`config.mk`:
```
export PLATFORM = sky130hd
export DESIGN_NAME = ssd_scan_ctrl
export DESIGN_NICKNAME = d
export VERILOG_FILES = /design/src/rtl/ssd_pkg.sv /design/src/rtl/ssd_hex_decode.sv /design/src/rtl/ssd_scan_ctrl.sv
export SDC_FILE = /design/constraint.sdc
export NUM_CORES = 1
export LEC_CHECK = 0
export CAP_MARGIN = 30
export CORE_ASPECT_RATIO = 1.4
export CORE_MARGIN = 2
export CORE_UTILIZATION = 45
export DETAILED_ROUTE_END_ITERATION = 10
export GPL_TIMING_DRIVEN = 0
export HOLD_SLACK_MARGIN = 0.02
export PLACE_DENSITY = 0.68
export SLEW_MARGIN = 10
export SYNTH_ARGS = -nofsm -noshare
export SYNTH_HDL_FRONTEND = slang
export SYNTH_HIERARCHICAL = 1
export SYNTH_SLANG_ARGS = --single-unit
```
`constraint.sdc`:
```
create_clock -name clk -period 7.8 [get_ports clk]
set_clock_uncertainty 0.05 [all_clocks]
set_input_delay 2.34 -clock clk [delete_from_list [all_inputs] [get_ports clk]]
set_output_delay 2.34 -clock clk [all_outputs]
set_load 0.02 [all_outputs]
```
`src/rtl/ssd_pkg.sv`:
```
// rtl/ssd_pkg.sv - shared segment codes, anode constants and scan state type
package ssd_pkg;

    localparam logic [7:0] SEG_0   = 8'hC0;
    localparam logic [7:0] SEG_1   = 8'hF9;
    localparam logic [7:0] SEG_2   = 8'hA4;
    localparam logic [7:0] SEG_3   = 8'hB0;
    localparam logic [7:0] SEG_4   = 8'h99;
    localparam logic [7:0] SEG_5   = 8'h92;
    localparam logic [7:0] SEG_6   = 8'h82;
    localparam logic [7:0] SEG_7   = 8'hF8;
    localparam logic [7:0] SEG_8   = 8'h80;
    localparam logic [7:0] SEG_9   = 8'h90;
    localparam logic [7:0] SEG_A   = 8'h88;
    localparam logic [7:0] SEG_B   = 8'h83;
    localparam logic [7:0] SEG_C   = 8'hC6;
    localparam logic [7:0] SEG_D   = 8'hA1;
    localparam logic [7:0] SEG_E   = 8'h86;
    localparam logic [7:0] SEG_F   = 8'h8E;
    localparam logic [7:0] SEG_OFF = 8'hFF;

    localparam logic [3:0] ANODE_OFF = 4'hF;

    typedef enum logic {
        BLANK,
        DRIVE
    } scan_state_t;

endpackage

```
`src/rtl/ssd_hex_decode.sv`:
```
// rtl/ssd_hex_decode.sv - hex nibble to active-low seven-segment cathode pattern
module ssd_hex_decode
    import ssd_pkg::*;
(
    input  logic [3:0] value,
    input  logic       dp,
    input  logic       blank,
    output logic [7:0] cathode
);

    logic [7:0] seg;

    always_comb begin
        seg = SEG_OFF;
        case (value)
            4'h0: seg = SEG_0;
            4'h1: seg = SEG_1;
            4'h2: seg = SEG_2;
            4'h3: seg = SEG_3;
            4'h4: seg = SEG_4;
            4'h5: seg = SEG_5;
            4'h6: seg = SEG_6;
            4'h7: seg = SEG_7;
            4'h8: seg = SEG_8;
            4'h9: seg = SEG_9;
            4'hA: seg = SEG_A;
            4'hB: seg = SEG_B;
            4'hC: seg = SEG_C;
            4'hD: seg = SEG_D;
            4'hE: seg = SEG_E;
            4'hF: seg = SEG_F;
        endcase
        // A blanked digit also hides its decimal point
        cathode = blank ? SEG_OFF : (seg & {~dp, 7'h7F});
    end

endmodule

```
`src/rtl/ssd_scan_ctrl.sv`:
```
// rtl/ssd_scan_ctrl.sv - 4-digit seven-segment scan controller with frame-aligned double buffer
module ssd_scan_ctrl
    import ssd_pkg::*;
#(
    parameter int DWELL_CYC = 6000,
    parameter int BLANK_CYC = 60
) (
    input  logic        clk,
    input  logic        clear,
    input  logic        upd_valid,
    output logic        upd_ready,
    input  logic [15:0] upd_digits,
    input  logic [3:0]  upd_dp,
    input  logic        blank_lz,
    output logic [7:0]  ssd_cathode,
    output logic [3:0]  ssd_anode,
    output logic        frame_tick
);

    localparam int MAX_CYC = (DWELL_CYC > BLANK_CYC) ? DWELL_CYC : BLANK_CYC;
    localparam int CW      = $clog2(MAX_CYC + 1);
    localparam logic [CW-1:0] DWELL_LAST = CW'(DWELL_CYC - 1);
    localparam logic [CW-1:0] BLANK_LAST = CW'((BLANK_CYC > 0) ? BLANK_CYC - 1 : 0);

    scan_state_t   state, state_n;
    logic [CW-1:0] cnt, cnt_n;
    logic [1:0]    idx, idx_n;
    logic [15:0]   active_digits, active_digits_n, pend_digits;
    logic [3:0]    active_dp, active_dp_n, pend_dp;
    logic          pend_full;
    logic          at_boundary, accept, lz_blank_n, frame_tick_n;
    logic [3:0]    digit_n;
    logic [7:0]    dec_cathode;

    assign upd_ready = ~pend_full;
    assign accept    = upd_valid & ~pend_full;

    always_comb begin
        state_n     = state;
        cnt_n       = cnt + 1'b1;
        idx_n       = idx;
        at_boundary = (state == DRIVE) && (idx == 2'd3) && (cnt == DWELL_LAST);
        unique case (state)
            BLANK: begin
                if (BLANK_CYC == 0 || cnt == BLANK_LAST) begin
                    state_n = DRIVE;
                    cnt_n   = '0;
                end
            end
            DRIVE: begin
                if (cnt == DWELL_LAST) begin
                    state_n = (BLANK_CYC == 0) ? DRIVE : BLANK;
                    cnt_n   = '0;
                    idx_n   = idx + 1'b1;
                end
            end
        endcase

        // Decode from the post-swap buffer so a zero-gap frame start shows the new value
        active_digits_n = (at_boundary && pend_full) ? pend_digits : active_digits;
        active_dp_n     = (at_boundary && pend_full) ? pend_dp : active_dp;
        digit_n         = active_digits_n[{idx_n, 2'b00} +: 4];

        lz_blank_n = 1'b0;
        case (idx_n)
            2'd0: lz_blank_n = 1'b0;
            2'd1: lz_blank_n = blank_lz && (active_digits_n[15:4] == 12'h000);
            2'd2: lz_blank_n = blank_lz && (active_digits_n[15:8] == 8'h00);
            2'd3: lz_blank_n = blank_lz && (active_digits_n[15:12] == 4'h0);
        endcase

        frame_tick_n = (state_n == DRIVE) && (idx_n == 2'd3) && (cnt_n == DWELL_LAST);
    end

    ssd_hex_decode u_decode (
        .value   (digit_n),
        .dp      (active_dp_n[idx_n]),
        .blank   (lz_blank_n),
        .cathode (dec_cathode)
    );

    always_ff @(posedge clk or negedge clear) begin
        if (!clear) begin
            state         <= BLANK;
            cnt           <= '0;
            idx           <= 2'd0;
            active_digits <= 16'h0000;
            active_dp     <= 4'h0;
            pend_digits   <= 16'h0000;
            pend_dp       <= 4'h0;
            pend_full     <= 1'b0;
            ssd_anode     <= ANODE_OFF;
            ssd_cathode   <= SEG_OFF;
            frame_tick    <= 1'b0;
        end else begin
            state         <= state_n;
            cnt           <= cnt_n;
            idx           <= idx_n;
            active_digits <= active_digits_n;
            active_dp     <= active_dp_n;
            if (at_boundary && pend_full) begin
                pend_full <= 1'b0;
            end
            if (accept) begin
                pend_digits <= upd_digits;
                pend_dp     <= upd_dp;
                pend_full   <= 1'b1;
            end
            ssd_anode   <= (state_n == DRIVE) ? ~(4'b0001 << idx_n) : ANODE_OFF;
            ssd_cathode <= (state_n == DRIVE) ? dec_cathode : SEG_OFF;
            frame_tick  <= frame_tick_n;
        end
    end

endmodule

```
# After elaboration in Yosys (flattened, before gate mapping)
# Memory sizes are Yosys's and may differ from the RTL's.
# Index checks and enable logic that the tools add are counted.
totals:
  ff_bits: 70
  romBits: 112
  in_bits: 24
  output_inout_bits: 14
  wordCells: 61
  n_memories: 1
mem_list:
  columns: ["memory", "depth", "word_bits", "rd", "rd_ports_with_merged_regs", "wr", "line_no", "source"]
  rows:
  - ["(name not given)", 16, 7, 1, 0, 0, "ssd_hex_decode.sv:15", "case (value)"]
op_classes:
  add_sub_neg: 2
  order_cmp: 1
  eq_ne: 7
  shift: 2
  muxes: 18
  n_bitwise: 6
  reduce_logical: 13
op_table:
  columns: ["op", "count"]
  rows:
  - ["== test 13 bit, second input constant", 2]
  - ["2-to-1 mux 13 bit", 2]
  - ["case mux 13 bit (2 select lines)", 1]
  - ["2-to-1 mux 16 bit", 1]
  - ["2-to-1 mux 8 bit", 2]
  - ["indexed part select 16 x 5 -> 4 bit", 1]
  - ["adder 13 x 1 -> 13 bit, second input constant", 1]
  - ["== test 13 x 6 -> 1 bit, second input constant", 1]
  - ["logical NOT 12 bit", 1]
  - ["AND 8 bit", 1]
  - ["logical AND 1 bit", 8]
  - ["logical NOT 8 bit", 1]
  - ["2-to-1 mux 4 bit", 2]
  - ["== test 2 bit, second input constant", 3]
  - ["2-to-1 mux 1 bit", 5]
  - ["logical NOT 4 bit", 1]
  - ["2-to-1 mux 2 bit", 2]
  - ["inverter 4 bit", 1]
  - ["case mux 1 bit (4 select lines)", 1]
  - ["<< shifter 1 x 2 -> 4 bit, first input constant", 1]
  - ["less-than comparator 2 x 3 -> 1 bit, second input constant", 1]
  - ["inverter 1 bit", 3]
  - ["adder 2 x 1 -> 2 bit, second input constant", 1]
  - ["binary-select mux 1 bit (select 2 bit)", 1]
  - ["other kinds (5)", 5]

# Longest topological paths before layout
# Gate-level depths: netlist of the first run.
depth:
  ltp_word: 11
  mapped_depth: 14
  ltp_nobuf: 13

# Modules after synthesis
# The synthesis of the first run kept the hierarchy.
modules_own_cells:
  columns: ["module", "n_inst", "cells_per_inst", "area_each_um2", "seq_area_each_um2"]
  rows:
  - ["ssd_scan_ctrl", 1, 236, 3128.0, 1766.7]
  - ["ssd_hex_decode", 1, 41, 284.0, 0.0]

# Least setup slack after synthesis of the first run
# No wires, ideal clock.
synth_timing:
  kind: "register to register"
  startpoint: "reg cnt[7]"
  endpoint: "reg ssd_cathode[3]"
  setup_ps: 87
  t_arrival_ps: 3505
  required_ps: 7663
  path_slack_ps: 4158
  path_stages_with_launch: 13
  n_path_buf: 2
  synth_period_minus_slack_ps: 3642
  path_cell_list: "dfrtp_1 -> or4b_1 -> or4_1 -> buf_4 -> buf_6 -> mux2_4 -> mux2_2 -> mux2_2 -> ha_1 -> nor2b_1 -> a2111oi_0 -> a31oi_1 -> nand2b_1"
synth_between:
  elab_chain_len: 9
  elab_cells_between_ends: 26
  classes_between: "eq/ne (5); shift (1); mux (9); bitwise (1); reduce/logical (9); memory (1)"
synth_rtl:
  columns: ["element", "line_no", "source"]
  rows:
  - ["from (decl)", "ssd_scan_ctrl.sv:26", "logic [CW-1:0] cnt, cnt_n;"]
  - ["from (signal assigned)", "ssd_scan_ctrl.sv:97", "cnt <= cnt_n;"]
  - ["== test 13 bit", "ssd_scan_ctrl.sv:42", "at_boundary = (state == DRIVE) && (idx == 2'd3) && (cnt == DWELL_LAST);"]
  - ["logical AND 1 bit", "ssd_scan_ctrl.sv:42", null]
  - ["logical AND 1 bit", "ssd_scan_ctrl.sv:60", "active_digits_n = (at_boundary && pend_full) ? pend_digits : active_digits;"]
  - ["2-to-1 mux 16 bit", "ssd_scan_ctrl.sv:60", null]
  - ["via active_digits_n[0]", "ssd_scan_ctrl.sv:28", "logic [15:0] active_digits, active_digits_n, pend_digits;"]
  - ["indexed part select 16 x 5 -> 4 bit", "ssd_scan_ctrl.sv:62", "digit_n = active_digits_n[{idx_n, 2'b00} +: 4];"]
  - ["via digit_n[0]", "ssd_scan_ctrl.sv:32", "logic [3:0] digit_n;"]
  - ["memory (16 x 7 bit)", null, null]
  - ["AND 8 bit", "ssd_hex_decode.sv:34", "cathode = blank ? SEG_OFF : (seg & {~dp, 7'h7F});"]
  - ["2-to-1 mux 8 bit", "ssd_hex_decode.sv:34", null]
  - ["via dec_cathode[3]", "ssd_scan_ctrl.sv:33", "logic [7:0] dec_cathode;"]
  - ["2-to-1 mux 8 bit", "ssd_scan_ctrl.sv:110", "ssd_cathode <= (state_n == DRIVE) ? dec_cathode : SEG_OFF;"]
  - ["to (signal assigned)", "ssd_scan_ctrl.sv:110", null]
  - ["to (decl)", "ssd_scan_ctrl.sv:15", "output logic [7:0] ssd_cathode,"]
# The timed path passes the listed nets, and every way through them passes these cells.
# A chain may end at the register's enable or synchronous reset.

# Final worst setup path of the first run
layout_timing:
  startpoint: "reg cnt[7]"
  endpoint: "reg ssd_cathode[3]"
layout_between:
  elab_cells_between_ends: 26
  classes_between: "eq/ne (5); shift (1); mux (9); bitwise (1); reduce/logical (9); memory (1)"
layout_lines:
  columns: ["element", "line_no", "source"]
  rows:
  - ["== test 13 bit", "ssd_scan_ctrl.sv:51", "if (cnt == DWELL_LAST) begin"]
  - ["2-to-1 mux 2 bit", "ssd_scan_ctrl.sv:51", null]
  - ["2-to-1 mux 2 bit", "ssd_scan_ctrl.sv:43", "unique case (state)"]
  - ["via idx_n[0]", "ssd_scan_ctrl.sv:27", "logic [1:0] idx, idx_n;"]
  - ["indexed part select 16 x 5 -> 4 bit", "ssd_scan_ctrl.sv:62", null]
  - ["via digit_n[0]", "ssd_scan_ctrl.sv:32", null]
  - ["memory (16 x 7 bit)", null, null]
  - ["AND 8 bit", "ssd_hex_decode.sv:34", null]
  - ["2-to-1 mux 8 bit", "ssd_hex_decode.sv:34", null]
  - ["via dec_cathode[3]", "ssd_scan_ctrl.sv:33", null]
  - ["2-to-1 mux 8 bit", "ssd_scan_ctrl.sv:110", null]
# The timed path passes the listed nets, and every way through them passes these cells.

==> summary.txt, run 1 <==
Synth
  • Synth unique cells: 44
  • Ys flop type: dfrtp_1
  • Post-synthesis cell area: 3410 µm²
  • Yosys top cell by area: dfrtp_1
  • Cells after synthesis: 277
  • Synth top area cells: dfrtp_1 (43%), mux2_2 (13%), dfstp_2 (9.2%), mux2_4 (6.6%), ha_1 (3.3%)
  • Post-synth top cells: dfrtp_1 (58), mux2_2 (40), nor2_1 (21), mux2_4 (15), inv_1 (13)
  • Sequential element share of the synthesized area: 51.8%
  • Warnings, synthesis: 6
  • Most frequent cell after synthesis: dfrtp_1
  • Post-Syn Nets: 310
  • Post-synth EDFFs: 0
  • Ys async rst share: 100%
  • Synth Area per Inst: 12.3 µm²
  • FF+latch count, synth: 70
  • Yosys top cell area share: 42.5%

Clocking
  • CTS tree: built
  • CTS root buf: clkbuf_8
  • Clk Latency, worst-skew pair: 0.35 ns
  • Worst-path clk slew: 0.07 ns
  • Cts repair resizes: 0
  • Num CTS Buffers: 9
  • Cts hold-fix bufs: 0
  • Clk sink count: 70
  • Deepest clock path buffer count: 2
  • Htree depth: 3
  • Post-CTS Setup Inserts: 0

Placed design
  • DP HPWL: 4720 µm
  • Gp weighted congestion: 0.915
  • PortBufs: 37
  • Dpl cells: 412

Final layout
  • # nets final: 359
  • Multi-input logic area: 1530 µm²
  • Layout cell share with drive strength beyond 1: 27.5%
  • Register area: 1770 µm²
  • Non-Filler Instances: 428
  • Core Util, Final: 56.3%
  • Area Overhead vs Synth: 21.5%
  • Number of diodes: 0
  • Fillers: 630

Routing
  • Starting DRT DRC Count: 88
  • Drt via density: 5.18
  • Final wirelength: 6340 µm
  • Via count: 2,215
  • Wirelength per Cell: 14.8 µm
  • ANT nets after route: 0
  • # DRC: 0
  • Drt pass-1 iters: 4

Outcome
  • Outcome: completed

Flow run
  • Max Cap Viol: 0

Worst setup path
  • Critical path class: reg -> reg
  • CP Capture Type: flip-flop
  • Type of origin of the critical path: flip-flop
  • Crit path max-delay family: simple AND/OR/NAND/NOR gates
  • Worst-path cell chain: or4b_1, nor4_2, xnor2_1, inv_1, buf_2, mux2_2, mux2_2, ha_1, nor2b_1, a2111oi_0, a31oi_1, nand2b_1
  • Req. time, crit path: 8.00 ns
  • Worst endpoint data arrival time: 4.21 ns
  • Slowest Stage Delay on Critical Path: 0.61 ns
  • Buf+Inv Stages, Crit Path: 2
  • Most used cell, CP: mux2_2
  • Slowest cell on the critical path: or4b_1
  • Crit path max fanout: 10

Power and ir drop
  • Worst VDD drop: 0.0940 mV
  • Overall Power: 0.742 mW
  • Leak: 1.87 nW
  • PwrDens: 179 nW/µm²

Global routing
  • GRT overflow: 0
  • Initial antenna violation count: 0
  • First-pass GRT wire length: 10,900 µm
  • Pin count of the biggest net entering global routing: 51
  • Vias in the first global route: 2,240
  • Overall global routing resource usage: 16.9%

STA
  • Slew Viols, Final: 0
  • Slew margin rel.: 53.7%
  • F_max: 249 MHz
  • Final setup vio count: 0
  • Worst-margin pin slew: 0.675 ns
  • Count of final hold-check violations: 0
  • Final Critical Period: 4.01 ns
  • Final period util: 51.4%
  • TNS Setup: 0 ns
  • RSZ-0062 raised after global routing: false

Floorplan
  • # rows: 37
  • Die width: 77.6 µm
  • Die H: 107 µm
  • Starting Density: 46.4%
  • Core Area: 7360 µm²
  • DIE AREA: 8300 µm²
  • Top-level I/O count: 38

Hold path
  • Hold crit path type: reg -> reg
==> layout make-up <==
cell class,instances,area share [%]
buffer,12,1.69
clock inverter,3,1.63
inverter,13,1.18
multi-input combinational,182,36.8
sequential,70,42.6
timing repair buffer,38,9.54
clock buffer,13,3.59
tap,97,2.93
==> cells by family (layout without fill, tap and decap cells) <==
family,after synthesis,after routing,share of synthesized area [%]
adders and majority gates,9,9,3.30
xor gates and xnor gates,12,12,3.08
and+or+nand+nor,73,73,11.7
AOI/OAI and AO/OA,29,29,5.68
DFF,70,70,51.8
muxes,59,59,21.0
buffers and inverters,25,79,3.48
==> worst paths after layout <==
check                              from              end  slack (ns)  cells past startpoint
max                              cnt[7]   ssd_cathode[3]        3.79                     12
min                        active_dp[3]     active_dp[3]        0.44                      1
max reg2reg                      cnt[7]   ssd_cathode[3]        3.79                     12
min reg2reg                active_dp[3]     active_dp[3]        0.44                      1
max in group asynchronous         clear  pend_digits[14]        5.36                      2
min in group asynchronous         clear           cnt[7]        1.81                      1
==> routing by layer <==
metal	global-route usage, %	routed length [µm]	up-vias
li1	-	-	1080
met1	19.9	2700	1081
met2	28.4	3280	37
met3	3.54	176	17
met4	9.69	192	0
met5	0	0	-
==> worst register-to-register path: cells and delay by family, from the launching register on <==
family | cells | cell delay [ns]
compound gates | 2 | 0.44
xor+xnor | 1 | 0.23
fa+ha+maj | 1 | 0.25
buf+inv | 2 | 0.36
flops | 1 | 0.42
mux | 2 | 0.72
simple gates | 4 | 1.45
==> power breakdown <==
part	internal, mW	total, mW	switching, mW
logic	0.0219	0.0340	0.0121
registers	0.377	0.387	0.0101
clock network	0.189	0.321	0.132
total	0.588	0.742	0.154
==> sequential cells by signal, summed over array words and instances (netlist names) <==
register and cells:
active_digits 16, active_dp 4, cnt 13, frame_tick 1, idx 2, pend_digits 16, pend_dp 4, pend_full 1
ssd_anode 4, ssd_cathode 8, state 1
==> per-stage QoR <==
stage               cell area [µm²]  hold WS (ns)  worst slack (ns)
floorplan                      3410         0.415              4.16
global placement               3900         0.425              2.10
detailed placement             3930         0.430              3.66
CTS                            4150         0.449              3.79
global route                   4150         0.459              3.54
finish                         4150         0.444              3.79
==> cells in the final DEF, fill, tap and decap left out, types with 2 or more instances in the layout <==
master           instances
a31oi_1                  5
nor2b_1                  3
dfrtp_1                 58
a221oi_1                 2
o21a_1                   2
a2111oi_0                2
inv_1                   13
or4_1                    6
nand4_1                  5
xnor2_1                  9
xor2_1                   3
mux2_4                  15
nand3_1                  4
a21oi_1                  5
nor2_1                  21
o21ai_0                  6
nand2b_1                10
bufinv_16                2
clkbuf_1                 8
buf_2                    2
ha_1                     9
mux2i_1                  4
dfstp_2                 12
mux2_2                  40
clkdlybuf4s50_1         36
clkbuf_8                10
nor4_1                   5
buf_4                    3
buf_6                    2
nand2_1                 10
No activity file was read; power rests on OpenSTA's default activity.
==> run 2: changes to the inputs <==
PLACE_DENSITY = 0.71   (was 0.68)
clock period = 3.4 ns   (was 7.8 ns; I/O delays follow)
==> run 2 against run 1 <==
The flow now finishes with violations (negative setup slack). Largest power group unchanged. Hold slack better by 0.0018 ns. Cell count up 3.3%. Die area unchanged. Critical path depth shrank 1. Routed wire length is 7.9% higher. Non-clock buffer count is 14 higher. Sequential power is 130% higher.
==> summary.txt, run 2 (synthesis results as in run 1) <==
Outcome
  • Outcome: complete, but fails checks
  • Failing checks: negative setup slack

Worst setup path
  • Most used cell, CP: mux2_4
  • Type of origin of the critical path: flip-flop
  • Slowest Stage Delay on Critical Path: 0.58 ns
  • Req. time, crit path: 3.63 ns
  • Crit path max-delay family: simple AND/OR/NAND/NOR gates
  • Crit path max fanout: 9
  • Worst endpoint data arrival time: 3.72 ns
  • Buf+Inv Stages, Crit Path: 1
  • Critical path class: reg -> reg
  • Worst-path cell chain: or4b_4, or4_4, buf_12, mux2_4, mux2_2, mux2_4, ha_4, nor2b_4, a2111oi_2, a21oi_1, nand2b_1
  • CP Capture Type: flip-flop
  • Slowest cell on the critical path: or4b_4

Routing
  • # DRC: 0
  • Final wirelength: 6850 µm
  • ANT nets after route: 0
  • Drt pass-1 iters: 4
  • Via count: 2,295
  • Wirelength per Cell: 15.5 µm
  • Drt via density: 5.19
  • Starting DRT DRC Count: 171

Global routing
  • Initial antenna violation count: 0
  • First-pass GRT wire length: 11,800 µm
  • Vias in the first global route: 2,383
  • Overall global routing resource usage: 18.1%
  • GRT overflow: 0
  • Pin count of the biggest net entering global routing: 51

Final layout
  • Commonest non-fill, non-tap cell in the layout: dfrtp_1
  • Commonest non-fill, non-tap cells in the layout: dfrtp_1 (56), mux2_2 (36), clkdlybuf4s50_1 (36), nor2_1 (21)
  • Register area: 1770 µm²
  • Number of diodes: 0
  • # nets final: 373
  • Layout cell share with drive strength beyond 1: 36.5%
  • Area Overhead vs Synth: 29.7%
  • Fillers: 584
  • Multi-input logic area: 1640 µm²
  • Biggest regs: active_digits x16, pend_digits x16, cnt x13

STA
  • Final Critical Period: 3.49 ns
  • Worst-margin pin slew: 0.665 ns
  • Slew margin rel.: 55.7%
  • RSZ-0062 raised after global routing: true
  • Count of final hold-check violations: 0
  • Slew Viols, Final: 0
  • Final period util: 103%
  • Final hold slack: 0.446 ns
  • Final worst slack: -0.0937 ns
  • F_max: 286 MHz
  • Final setup vio count: 6

Floorplan
  • Starting Density: 46.4%
  • DIE AREA: 8300 µm²
  • Die H: 107 µm
  • Top-level I/O count: 38
  • Die width: 77.6 µm
  • Core Area: 7360 µm²
  • # rows: 37

Power and ir drop
  • Overall Power: 1.80 mW
  • Worst VDD drop: 0.273 mV
  • PwrDens: 406 nW/µm²
  • Leak: 2.00 nW

Clocking
  • CTS tree: built
  • Deepest clock path buffer count: 2
  • CTS root buf: clkbuf_8
  • Num CTS Buffers: 9
  • Clk sink count: 70
  • Cts hold-fix bufs: 0
  • Worst-path clk slew: 0.08 ns
  • Htree depth: 3
  • Clk Latency, worst-skew pair: 0.35 ns

Hold path
  • Hold crit path type: reg -> reg

Flow run
  • Max Cap Viol: 0

Placed design
  • DP HPWL: 4820 µm
  • Gp weighted congestion: 0.891
  • PortBufs: 37
==> run 2: cell count changes in the layout (fill, tap and decap cells not counted), sizes merged <==
cell,before,now
buf,9,23
clkbuf,18,16
bufinv,2,3
clkinv,0,1
==> run 2: layout make-up <==
| cell class | instances | share of cell area, % |
|---|---|---|
| clock inverter | 5 | 2.40 |
| timing repair buffer | 53 | 11.5 |
| tap | 97 | 2.74 |
| sequential | 70 | 40.0 |
| inverter | 13 | 1.27 |
| buffer | 11 | 1.81 |
| clock buffer | 11 | 3.19 |
| multi-input combinational | 182 | 37.1 |
==> run 2: repair_timing <==
action,4_1_cts,5_1_grt
resized for setup,18,11
setup buffers,11,4
pin swaps,3,0
setup endpoints to repair,7,7
==> run 2: path summary, 6_finish.rpt <==
kind	start	endpoint	slack, ns	depth (start not counted)
worst max-delay path	cnt[4]	ssd_cathode[0]	-0.09	11
worst min-delay path	active_dp[0]	active_dp[0]	0.45	1
min in group asynchronous	clear	cnt[7]	0.49	1
worst max register to register	cnt[4]	ssd_cathode[0]	-0.09	11
worst min register to register	active_dp[0]	active_dp[0]	0.45	1
max in group asynchronous	clear	idx[0]	2.28	2
==> run 2: through the flow <==
stage / instance area, µm² / setup slack (ns) / TNS (ns) / util, % / instances
2_1_floorplan: 3450 / -0.0199 / -0.0366 / - / 277
3_5_place_dp: 3970 / -0.511 / -2.27 / 53.9 / 412
6_report: 4430 / -0.0937 / -0.352 / 60.1 / 442
4_1_cts: 4370 / -0.0724 / -0.214 / 59.4 / 438
5_1_grt: 4430 / -0.194 / -0.887 / 60.1 / 442
3_3_place_gp: 3940 / -0.975 / -61.10 / 53.5 / 411
==> run 2: per-layer routing <==
metal  share of wire (%)  track usage (%)  vias up
met5                   0                0        -
met4                 2.4             7.91        0
met3                 3.0             4.12       13
met2                  53             31.5       40
met1                  41             21.1     1135
li1                    -                -     1107
==> run 2: report_power, final <==
part / switching, mW / internal (mW)
Combinational: 0.0274 / 0.0502
Clock: 0.323 / 0.509
Sequential: 0.0220 / 0.864
Total: 0.372 / 1.42
